$ cat src/rtl/mouse_status_formatter.sv
// Formats live PS/2 mouse state into an 8-digit word for the seven-segment driver.
// Supports paged views, hex or BCD rendering, click counters, a hold mode and a refresh strobe.
module mouse_status_formatter #(
    parameter int X_W          = 10,
    parameter int Y_W          = 9,
    parameter int CNT_W        = 16,
    parameter int REFRESH_DIV  = 1048576,
    parameter int DEBOUNCE_CYC = 500000
) (
    input  logic             clk,
    input  logic             rst_n,
    input  logic [X_W-1:0]   x_pos,
    input  logic [Y_W-1:0]   y_pos,
    input  logic             left_btn,
    input  logic             right_btn,
    input  logic             page_btn,
    input  logic             dec_mode,
    input  logic             hold,
    input  logic             clr_cnt,
    output logic [31:0]      hexs,
    output logic [7:0]       points,
    output logic             start,
    output logic [1:0]       page,
    output logic             busy
);

    localparam int DIV_W = $clog2(REFRESH_DIV);
    localparam int DB_W  = $clog2(DEBOUNCE_CYC);

    typedef enum logic [2:0] {S_IDLE, S_SNAP, S_CONV_A, S_CONV_B, S_LOAD} state_t;

    state_t             r_state;
    state_t             w_nextState;
    logic               w_load;

    logic [DIV_W-1:0]   r_div;
    logic               w_tick;

    logic [1:0]         r_pageSync;
    logic [1:0]         r_leftSync;
    logic [1:0]         r_rightSync;
    logic               r_leftPrev;
    logic               r_rightPrev;
    logic               w_leftEdge;
    logic               w_rightEdge;

    logic [DB_W-1:0]    r_dbCnt;
    logic               r_dbLevel;
    logic [1:0]         r_page;

    logic [CNT_W-1:0]   r_leftCnt;
    logic [CNT_W-1:0]   r_rightCnt;

    logic [1:0]         r_snapPage;
    logic               r_snapDec;
    logic               r_snapL;
    logic               r_snapR;
    logic [X_W-1:0]     r_snapX;
    logic [Y_W-1:0]     r_snapY;
    logic [CNT_W-1:0]   r_snapLeftCnt;
    logic [CNT_W-1:0]   r_snapRightCnt;

    logic [3:0]         r_bitCnt;
    logic [15:0]        r_bcd;
    logic [15:0]        r_bin;
    logic [15:0]        r_bcdA;
    logic [31:0]        w_step;

    logic [15:0]        r_frameCnt;
    logic [31:0]        r_hexs;
    logic [7:0]         r_points;
    logic               r_start;
    logic [31:0]        w_nextHexs;
    logic [7:0]         w_nextPoints;
    logic               w_useDec;

    function automatic logic [15:0] clamp9999(input logic [15:0] v);
        return (v > 16'd9999) ? 16'd9999 : v;
    endfunction

    // One shift-and-add-3 iteration: returns {bcd, bin} after the shift.
    function automatic logic [31:0] dabble(input logic [15:0] bcd, input logic [15:0] bin);
        logic [15:0] adj;
        adj = bcd;
        for (int d = 0; d < 4; d++) begin
            if (adj[d*4 +: 4] >= 4'd5) adj[d*4 +: 4] = adj[d*4 +: 4] + 4'd3;
        end
        return {adj[14:0], bin[15], bin[14:0], 1'b0};
    endfunction

    assign w_tick      = (r_div == DIV_W'(REFRESH_DIV - 1));
    assign w_leftEdge  = r_leftSync[1] & ~r_leftPrev;
    assign w_rightEdge = r_rightSync[1] & ~r_rightPrev;
    assign w_step      = dabble(r_bcd, r_bin);

    always_ff @(posedge clk or negedge rst_n) begin
        if (!rst_n) begin
            r_div <= '0;
        end else if (w_tick) begin
            r_div <= '0;
        end else begin
            r_div <= r_div + 1'b1;
        end
    end

    always_ff @(posedge clk or negedge rst_n) begin
        if (!rst_n) begin
            r_pageSync  <= '0;
            r_leftSync  <= '0;
            r_rightSync <= '0;
            r_leftPrev  <= 1'b0;
            r_rightPrev <= 1'b0;
        end else begin
            r_pageSync  <= {r_pageSync[0], page_btn};
            r_leftSync  <= {r_leftSync[0], left_btn};
            r_rightSync <= {r_rightSync[0], right_btn};
            r_leftPrev  <= r_leftSync[1];
            r_rightPrev <= r_rightSync[1];
        end
    end

    // The page advances only when the debounced level commits to high.
    always_ff @(posedge clk or negedge rst_n) begin
        if (!rst_n) begin
            r_dbCnt   <= '0;
            r_dbLevel <= 1'b0;
            r_page    <= 2'd0;
        end else if (r_pageSync[1] == r_dbLevel) begin
            r_dbCnt <= '0;
        end else if (r_dbCnt == DB_W'(DEBOUNCE_CYC - 1)) begin
            r_dbCnt   <= '0;
            r_dbLevel <= r_pageSync[1];
            if (r_pageSync[1]) r_page <= (r_page == 2'd2) ? 2'd0 : r_page + 2'd1;
        end else begin
            r_dbCnt <= r_dbCnt + 1'b1;
        end
    end

    always_ff @(posedge clk or negedge rst_n) begin
        if (!rst_n) begin
            r_leftCnt  <= '0;
            r_rightCnt <= '0;
        end else if (clr_cnt) begin
            r_leftCnt  <= '0;
            r_rightCnt <= '0;
        end else begin
            if (w_leftEdge && (r_leftCnt != '1))   r_leftCnt  <= r_leftCnt + 1'b1;
            if (w_rightEdge && (r_rightCnt != '1)) r_rightCnt <= r_rightCnt + 1'b1;
        end
    end

    always_ff @(posedge clk or negedge rst_n) begin
        if (!rst_n) r_state <= S_IDLE;
        else        r_state <= w_nextState;
    end

    always_comb begin
        w_nextState = r_state;
        case (r_state)
            S_IDLE:   if (w_tick && !hold) w_nextState = S_SNAP;
            S_SNAP:   w_nextState = (dec_mode && (r_page != 2'd2)) ? S_CONV_A : S_LOAD;
            S_CONV_A: if (r_bitCnt == 4'd15) w_nextState = S_CONV_B;
            S_CONV_B: if (r_bitCnt == 4'd15) w_nextState = S_LOAD;
            S_LOAD:   w_nextState = S_IDLE;
            default:  w_nextState = S_IDLE;
        endcase
    end

    always_comb begin
        busy   = (r_state != S_IDLE);
        w_load = (r_state == S_LOAD);
    end

    // Operand A is loaded from live inputs at SNAP; operand B swaps in after the 16th step of A.
    always_ff @(posedge clk or negedge rst_n) begin
        if (!rst_n) begin
            r_snapPage     <= 2'd0;
            r_snapDec      <= 1'b0;
            r_snapL        <= 1'b0;
            r_snapR        <= 1'b0;
            r_snapX        <= '0;
            r_snapY        <= '0;
            r_snapLeftCnt  <= '0;
            r_snapRightCnt <= '0;
            r_bitCnt       <= 4'd0;
            r_bcd          <= 16'd0;
            r_bin          <= 16'd0;
            r_bcdA         <= 16'd0;
        end else begin
            case (r_state)
                S_SNAP: begin
                    r_snapPage     <= r_page;
                    r_snapDec      <= dec_mode;
                    r_snapL        <= r_leftSync[1];
                    r_snapR        <= r_rightSync[1];
                    r_snapX        <= x_pos;
                    r_snapY        <= y_pos;
                    r_snapLeftCnt  <= r_leftCnt;
                    r_snapRightCnt <= r_rightCnt;
                    r_bitCnt       <= 4'd0;
                    r_bcd          <= 16'd0;
                    r_bin          <= clamp9999((r_page == 2'd0) ? 16'(x_pos) : 16'(r_leftCnt));
                end
                S_CONV_A: begin
                    r_bitCnt <= r_bitCnt + 4'd1;
                    if (r_bitCnt == 4'd15) begin
                        r_bcdA <= w_step[31:16];
                        r_bcd  <= 16'd0;
                        r_bin  <= clamp9999((r_snapPage == 2'd0) ? 16'(r_snapY) : 16'(r_snapRightCnt));
                    end else begin
                        {r_bcd, r_bin} <= w_step;
                    end
                end
                S_CONV_B: begin
                    r_bitCnt       <= r_bitCnt + 4'd1;
                    {r_bcd, r_bin} <= w_step;
                end
                default: ;
            endcase
        end
    end

    always_comb begin
        w_useDec     = r_snapDec && (r_snapPage != 2'd2);
        w_nextHexs   = 32'd0;
        w_nextPoints = (8'h80 >> r_snapPage) | {7'd0, w_useDec};
        if (r_snapPage == 2'd2) begin
            w_nextHexs = {3'b000, r_snapL, 3'b000, r_snapR, 8'h00, r_frameCnt};
        end else if (w_useDec) begin
            w_nextHexs = {r_bcdA, r_bcd};
        end else if (r_snapPage == 2'd0) begin
            w_nextHexs = {16'(r_snapX), 16'(r_snapY)};
        end else begin
            w_nextHexs = {16'(r_snapLeftCnt), 16'(r_snapRightCnt)};
        end
    end

    always_ff @(posedge clk or negedge rst_n) begin
        if (!rst_n) begin
            r_hexs     <= 32'd0;
            r_points   <= 8'h80;
            r_frameCnt <= 16'd0;
            r_start    <= 1'b0;
        end else begin
            r_start <= w_load;
            if (w_load) begin
                r_hexs     <= w_nextHexs;
                r_points   <= w_nextPoints;
                r_frameCnt <= r_frameCnt + 16'd1;
            end
        end
    end

    assign hexs   = r_hexs;
    assign points = r_points;
    assign start  = r_start;
    assign page   = r_page;

endmodule
$ cat config.mk
export PLATFORM = sky130hd
export DESIGN_NAME = mouse_status_formatter
export DESIGN_NICKNAME = d
export VERILOG_FILES = /design/src/rtl/mouse_status_formatter.sv
export SDC_FILE = /design/constraint.sdc
export NUM_CORES = 1
export LEC_CHECK = 0
export BUFFER_PORTS_ARGS = -buffer_cell sky130_fd_sc_hd__buf_2
export CAP_MARGIN = 30
export CORE_MARGIN = 4
export CORE_UTILIZATION = 45
export CTS_CLUSTER_SIZE = 25
export DETAILED_ROUTE_END_ITERATION = 8
export PLACE_DENSITY = 0.72
export SLEW_MARGIN = 20
export SYNTH_ARGS = -nofsm -noshare
export SYNTH_HDL_FRONTEND = slang
export SYNTH_SLANG_ARGS = --single-unit
$ cat constraint.sdc
create_clock -name clk -period 2.6 [get_ports clk]
set_input_delay 0.13 -clock clk [delete_from_list [all_inputs] [get_ports clk]]
set_output_delay 0.13 -clock clk [all_outputs]
set_load 0.05 [all_outputs]
==> results of run 1 <==
==> logic make-up (layout without fill, tap and decap cells) <==
family                   after synthesis  in the layout  share of synthesized area (%)
AND/OR/NAND/NOR                      451            451                           18.3
flip-flops                           247            247                           52.1
AO/OA/AOI/OAI                        217            217                           11.3
buffers and inverters                 96            193                           3.38
multiplexers                          80             80                           7.45
XOR/XNOR                              79             79                           5.83
adder cells (fa/ha/maj)               15             15                           1.58
other                                  1              3                         0.0316
==> worst reg2reg max path, cell delays in order (launching register included) <==
cell and delay (ns):
dfrtp_1 0.50, buf_4 0.22, nor2b_1 0.36, nor2b_4 0.27, a21boi_2 0.28, a211oi_1 0.13
or3_1 0.40
==> power by group through the flow <==
| stage | logic [mW] | registers (mW) | clock network (mW) |
|---|---|---|---|
| 2_1_floorplan | 0.0510 | 3.94 | 0 |
| 4_1_cts | 0.207 | 3.87 | 3.85 |
| 3_3_place_gp | 0.176 | 3.94 | 0 |
| 5_1_grt | 0.229 | 3.87 | 4.01 |
| 6_report | 0.200 | 3.87 | 3.77 |
| 3_5_place_dp | 0.177 | 3.94 | 0 |
==> final cells by class <==
type	count	area share, %
well taps	335	3.06
clock buffers	46	5.82
repair buffers	115	5.89
multi-input cells	845	38.7
clock inverters	4	0.540
inverters	28	0.768
flip-flops and latches	247	45.2
==> synthesized netlist by cell type (all sizes together), types with 12 or more instances <==
master	instances
nand2	120
o21ai	75
a21oi	53
clkbuf	44
o22ai	13
nor3	24
nor2	143
mux2i	13
nand3	39
buf	24
xnor2	52
dfrtp	246
xor2	27
o31ai	14
nand4	27
ha	15
mux2	67
a221oi	12
inv	27
nor4	17
==> how the worst max path moves through the flow <==
| stage | start | end | slack (ns) | cells after the start |
|---|---|---|---|---|
| after global routing | r_state[0]$_DFFE_PN0P_ | r_bin[1]$_DFFE_PN0P_ | 0.27 | 6 |
| after CTS | r_state[0]$_DFFE_PN0P_ | r_bin[1]$_DFFE_PN0P_ | 0.42 | 6 |
| after detailed placement | r_state[0]$_DFFE_PN0P_ | r_bin[1]$_DFFE_PN0P_ | 0.43 | 6 |
| after floorplan | r_snapPage[1]$_DFFE_PN0P_ | r_bin[0]$_DFFE_PN0P_ | 0.59 | 6 |
| after global placement | r_state[0]$_DFFE_PN0P_ | r_bin[3]$_DFFE_PN0P_ | 0.53 | 6 |
| final | r_state[0]$_DFFE_PN0P_ | r_bin[1]$_DFFE_PN0P_ | 0.32 | 6 |
==> per-stage QoR <==
step           setup WS [ns]  area [um2]  util, %  hold slack [ns]
2_1_floorplan          0.593       11900        -           -0.166
3_3_place_gp           0.533       12600     48.3            0.164
3_5_place_dp           0.431       12600     48.3            0.171
4_1_cts                0.417       13700     52.7           0.0997
5_1_grt                0.269       13700     52.7            0.130
6_report               0.318       13700     52.7            0.103
==> layer usage <==
metal	vias to the layer above	GRT usage, %	share of wire (%)
met2	303	31.4	45
met3	51	3.25	6.8
met1	4473	29.7	45
li1	4305	-	-
met4	0	5.42	2.7
met5	-	0	0
==> impl_results.md, run 1 <==
* Status: finished clean
* CP max stage delay at 0.50 ns
* Num rows at 59
* Most common cell after layout, fill and taps aside: dfrtp_1
* Via density at 5.64
* Worst flop-to-flop path startpoint: r_state[0]$_DFFE_PN0P_
* Register area share after synthesis at 52.1%
* Antenna Nets Post-Route at 0
* Yosys reg bits at 247
* Initial core utilization at 45.7%
* R2R cell count at 6
* Slew Limit Fails at 0
* CTS buffer count at 27
* Clock share of power at 48.0%
* Post-CTS Hold Buffers at 25
* Drt drc at 0
* GP Congestion at 0.910
* Max-Cap Viols at 0
* F_max at 0.438 GHz
* H-tree depth at 1
* Worst setup path category: flop to flop
* Ant diodes at 0
* Io pins at 71
* Initial DRC count at 667
* Top-area cell type share of the netlist area at 51.9%
* Post-Route WL at 29.2 mm
* Peak supply drop at 0.000610 V
* Tmin final at 2.28 ns
* HP Start: clr_cnt
* Synth Cell Area at 0.0119 mm2
* Gate Count Post-Synth at 1186
* Worst-path fanout max at 10
* Share of power burned in registers at 49.4%
* Clk_skew at 0.0222 ns
* Crit. End Element: flop
* CTS tree: built
* Full die area at 0.0290 mm2
* Reg2reg end: r_bin[1]$_DFFE_PN0P_
* Vias in the first global route at 8820
* Commonest non-fill, non-tap cells in the layout: 246 x dfrtp_1, 140 x nor2_1, 120 x nand2_1
* First drt pass iteration count at 5
* P_int at 6.19 mW
* Detailed placer's ending HPWL at 20.4 mm
* CTS Buffer Depth at 3
* Worst Hold Depth at 2
* Core area at 0.0260 mm2
* Delay-heaviest family, CP: simple AND/OR/NAND/NOR gates
* Logic pwr share at 2.6%
* Non-Filler Instances at 1620
* Antenna violations before repair at 0
* Setup TNS at 0 ns
* Largest net degree at the start of global routing at 78
* Final hold violation count at 0
* Clk root buf: clkbuf_16
* Final cycle utilization of the critical path at 87.8%
* DR WL/cell at 18.0 um
* Pwr Total at 7.84 mW
* Crit path DAT at 2.68 ns
* Cell taking the most area after synthesis: dfrtp_1
* Total GRT Usage at 20.2%
* Count of final setup violators at 0
* Static Leak at 6.13 nW
* Worst path slowest cell: dfrtp_1
* Die W at 170 um
* Synth async-reset ratio at 100%
* Final net count at 1306
* Crit path launch type: flop
* Required @ worst endpoint at 3.00 ns
* Slew headroom at 58.6%
* PwrDens at 573 mW/mm2
* Gr ovfl total at 0
* Netlist cell types at 67
* # fillers at 2331
* Multi-input gate area at 0.00530 mm2
* RSZ-0062 raised after global routing: no
* Setup Fix Bufs, Post-CTS at 0
* Sequential Area at 0.00618 mm2
* Crit path cell chain: buf_4 -> nor2b_1 -> nor2b_4 -> a21boi_2 -> a211oi_1 -> or3_1
* I/O Buffers at 67
* Hold path endpoint: r_rightCnt[12]$_DFFE_PN0P_
* Vias at 9132
* Top post-synthesis cells by area: dfrtp_1 52%, mux2_2 6.4%, nor2_1 4.4%
* DP Cell Count at 1545
* Max FFs per register at 32
* Top_reg_cell synth: dfrtp_1
* # resized after CTS at 0
* Clock sink total at 247
* Ratio of cells with drive above 1 in the final layout at 16.7%
* Worst-margin pin slew at 0.620 ns
* Worst R2R Setup Slack at 0.32 ns
* Clk slew on worst S/H paths at 0.06 ns
* Worst hold path class: primary input to flop
* Net switching power at 1.65 mW
* Sw frac at 21.0%
* Syn Area/Cell at 10.0 um2
* Yosys warns at 0
* Clk_lat worst skew at 0.54 ns
* CP bufs+invs at 1
* First-pass GRT wire length at 47.9 mm
* Layout Area Growth over Synthesis at 15.3%
* Die Ht at 170 um
* EDFF count, synth at 0
(Power assumes the default switching activity.)
==> inputs of run 2 (changes only) <==
- CTS_BUF_LIST: not set -> sky130_fd_sc_hd__clkbuf_8 sky130_fd_sc_hd__clkbuf_16
- clock period: 2.6 -> 2.5 ns (I/O delays scaled with it)
==> run 2 against run 1 <==
Effect of this change:
- sequential share of layout area decreased by 0.56 points
- maximum frequency decreased by 1.8%
- combinational power grew 4%
- hold slack better by 0.0086 ns
- global-route usage grew 0.18 points
- flip-flop and latch count is the same
- largest cell class unchanged
- register-to-register slack worse by 0.14 ns
- design area rose by 1.3%
- total power increased by 12%
==> impl_results.md, run 2 (same netlist as run 1, synthesis figures left out) <==
* I/O Buffers at 67
* Via density at 5.66
* # fillers at 2296
* Required @ worst endpoint at 2.97 ns
* Peak supply drop at 0.000528 V
* F_max at 0.431 GHz
* HP Start: clr_cnt
* Status: finished clean
* Delay-heaviest family, CP: simple AND/OR/NAND/NOR gates
* Layout Area Growth over Synthesis at 16.8%
* Static Leak at 6.21 nW
* CP bufs+invs at 0
* CTS tree: built
* Die Ht at 170 um
* Crit path launch type: flop
* Crit path DAT at 2.79 ns
* Worst hold path class: primary input to flop
* Final core occ at 53.3%
* Hold path endpoint: r_rightCnt[14]$_DFFE_PN0P_
* Full die area at 0.0290 mm2
* Max FFs per register at 32
* Slew headroom at 51.5%
* Final hold violation count at 0
* PwrDens at 634 mW/mm2
* Reg2reg end: r_bcd[3]$_DFFE_PN0P_
* Crit. End Element: flop
* H-tree depth at 1
* Worst-path fanout max at 11
* Ant diodes at 0
* Antenna violations before repair at 0
* Clock sink total at 247
* Clk slew on worst S/H paths at 0.06 ns
* Worst setup path category: flop to flop
* First drt pass iteration count at 5
* CP max stage delay at 0.41 ns
* Most common cell after layout, fill and taps aside: dfrtp_1
* Sw frac at 20.7%
* GP Congestion at 0.867
* Setup TNS at 0 ns
* Core area at 0.0260 mm2
* Post-CTS Hold Buffers at 25
* Share of power burned in registers at 45.8%
* Initial DRC count at 751
* Crit path cell chain: ha_1 -> and3_1 -> nand2b_1 -> nand2_1 -> o31ai_1 -> a32o_1
* Commonest non-fill, non-tap cells in the layout: 246 x dfrtp_1, 140 x nor2_1, 120 x nand2_1
* Post-Route WL at 29.3 mm
* Worst-margin pin slew at 0.726 ns
* Net switching power at 1.82 mW
* First-pass GRT wire length at 48.1 mm
* Antenna Nets Post-Route at 0
* Clk_skew at 0.00802 ns
* Max-Cap Viols at 0
* Worst flop-to-flop path startpoint: r_bitCnt[0]$_DFFE_PN0P_
* Io pins at 71
* Tmin final at 2.32 ns
* # resized after CTS at 0
* Vias at 9173
* Slew Limit Fails at 0
* Final cycle utilization of the critical path at 92.9%
* Count of final setup violators at 0
* Num rows at 59
* Final net count at 1307
* Die W at 170 um
* Clock share of power at 51.8%
* Setup Fix Bufs, Post-CTS at 0
* R2R cell count at 6
* Initial core utilization at 45.7%
* Worst path slowest cell: nand2b_1
* CTS Buffer Depth at 3
* Total GRT Usage at 20.4%
* Worst R2R Setup Slack at 0.18 ns
* Worst Hold Depth at 2
* RSZ-0062 raised after global routing: no
* Vias in the first global route at 8923
* Clk root buf: clkbuf_16
* P_int at 6.97 mW
* CTS buffer count at 26
* Gr ovfl total at 0
* DR WL/cell at 18.1 um
* Non-Filler Instances at 1620
* Detailed placer's ending HPWL at 20.3 mm
* Logic pwr share at 2.4%
* Drt drc at 0
* Largest net degree at the start of global routing at 81
* DP Cell Count at 1547
* Clk_lat worst skew at 0.53 ns
* Ratio of cells with drive above 1 in the final layout at 17.7%
run 2: cell type report:
type                            count  area [um2]  area share (%)
Clock buffer                       30         717            5.17
Clock inverter                     18         310            2.24
Inverter                           28         105           0.759
Multi-Input combinational cell    845        5300            38.3
Sequential cell                   247        6180            44.6
Tap cell                          335         419            3.03
Timing Repair Buffer              117         821            5.92
run 2: power groups by stage:
stage	combinational, mW	clock [mW]	sequential (mW)
finish	0.208	4.55	4.03
global route	0.238	4.81	4.03
CTS	0.215	4.65	4.03
detailed placement	0.184	0	4.10
global placement	0.181	0	4.10
floorplan	0.0530	0	4.10
run 2: per-stage QoR:
| step | instance area [um2] | power (mW) | setup WS (ns) | hold slack (ns) |
|---|---|---|---|---|
| finish | 13900 | 8.79 | 0.177 | 0.112 |
| global route | 13900 | 9.07 | 0.0185 | 0.145 |
| CTS | 13900 | 8.89 | 0.234 | 0.0979 |
| detailed placement | 12600 | 4.29 | 0.255 | 0.175 |
| global placement | 12600 | 4.28 | 0.379 | 0.167 |
| floorplan | 11900 | 4.15 | 0.493 | -0.171 |
run 2: worst max-delay path by stage:
stage	startpoint	cells after the start	slack (ns)	endpoint
after floorplan	r_snapPage[1]$_DFFE_PN0P_	6	0.49	r_bin[0]$_DFFE_PN0P_
after global routing	r_bitCnt[0]$_DFFE_PN0P_	6	0.02	r_bcd[7]$_DFFE_PN0P_
after global placement	r_bitCnt[0]$_DFFE_PN0P_	6	0.38	r_bcd[7]$_DFFE_PN0P_
after CTS	r_bitCnt[0]$_DFFE_PN0P_	6	0.23	r_bcd[3]$_DFFE_PN0P_
final	r_bitCnt[0]$_DFFE_PN0P_	6	0.18	r_bcd[3]$_DFFE_PN0P_
after detailed placement	r_bitCnt[0]$_DFFE_PN0P_	6	0.26	r_bcd[3]$_DFFE_PN0P_
run 2: worst reg2reg max path, cell delays in order, from the launching register on:
cell      delay, ns
dfrtp_1        0.40
ha_1           0.25
and3_1         0.30
nand2b_1       0.41
nand2_1        0.39
o31ai_1        0.34
a32o_1         0.17
run 2: layer usage:
layer	vias up	wire [um]	part of all wire [%]	GRT usage [%]
li1	4322	-	-	-
met1	4491	13200	45	29.9
met2	295	13400	46	31.4
met3	65	1860	6.3	3.30
met4	0	837	2.9	6.22
met5	-	0	0	0
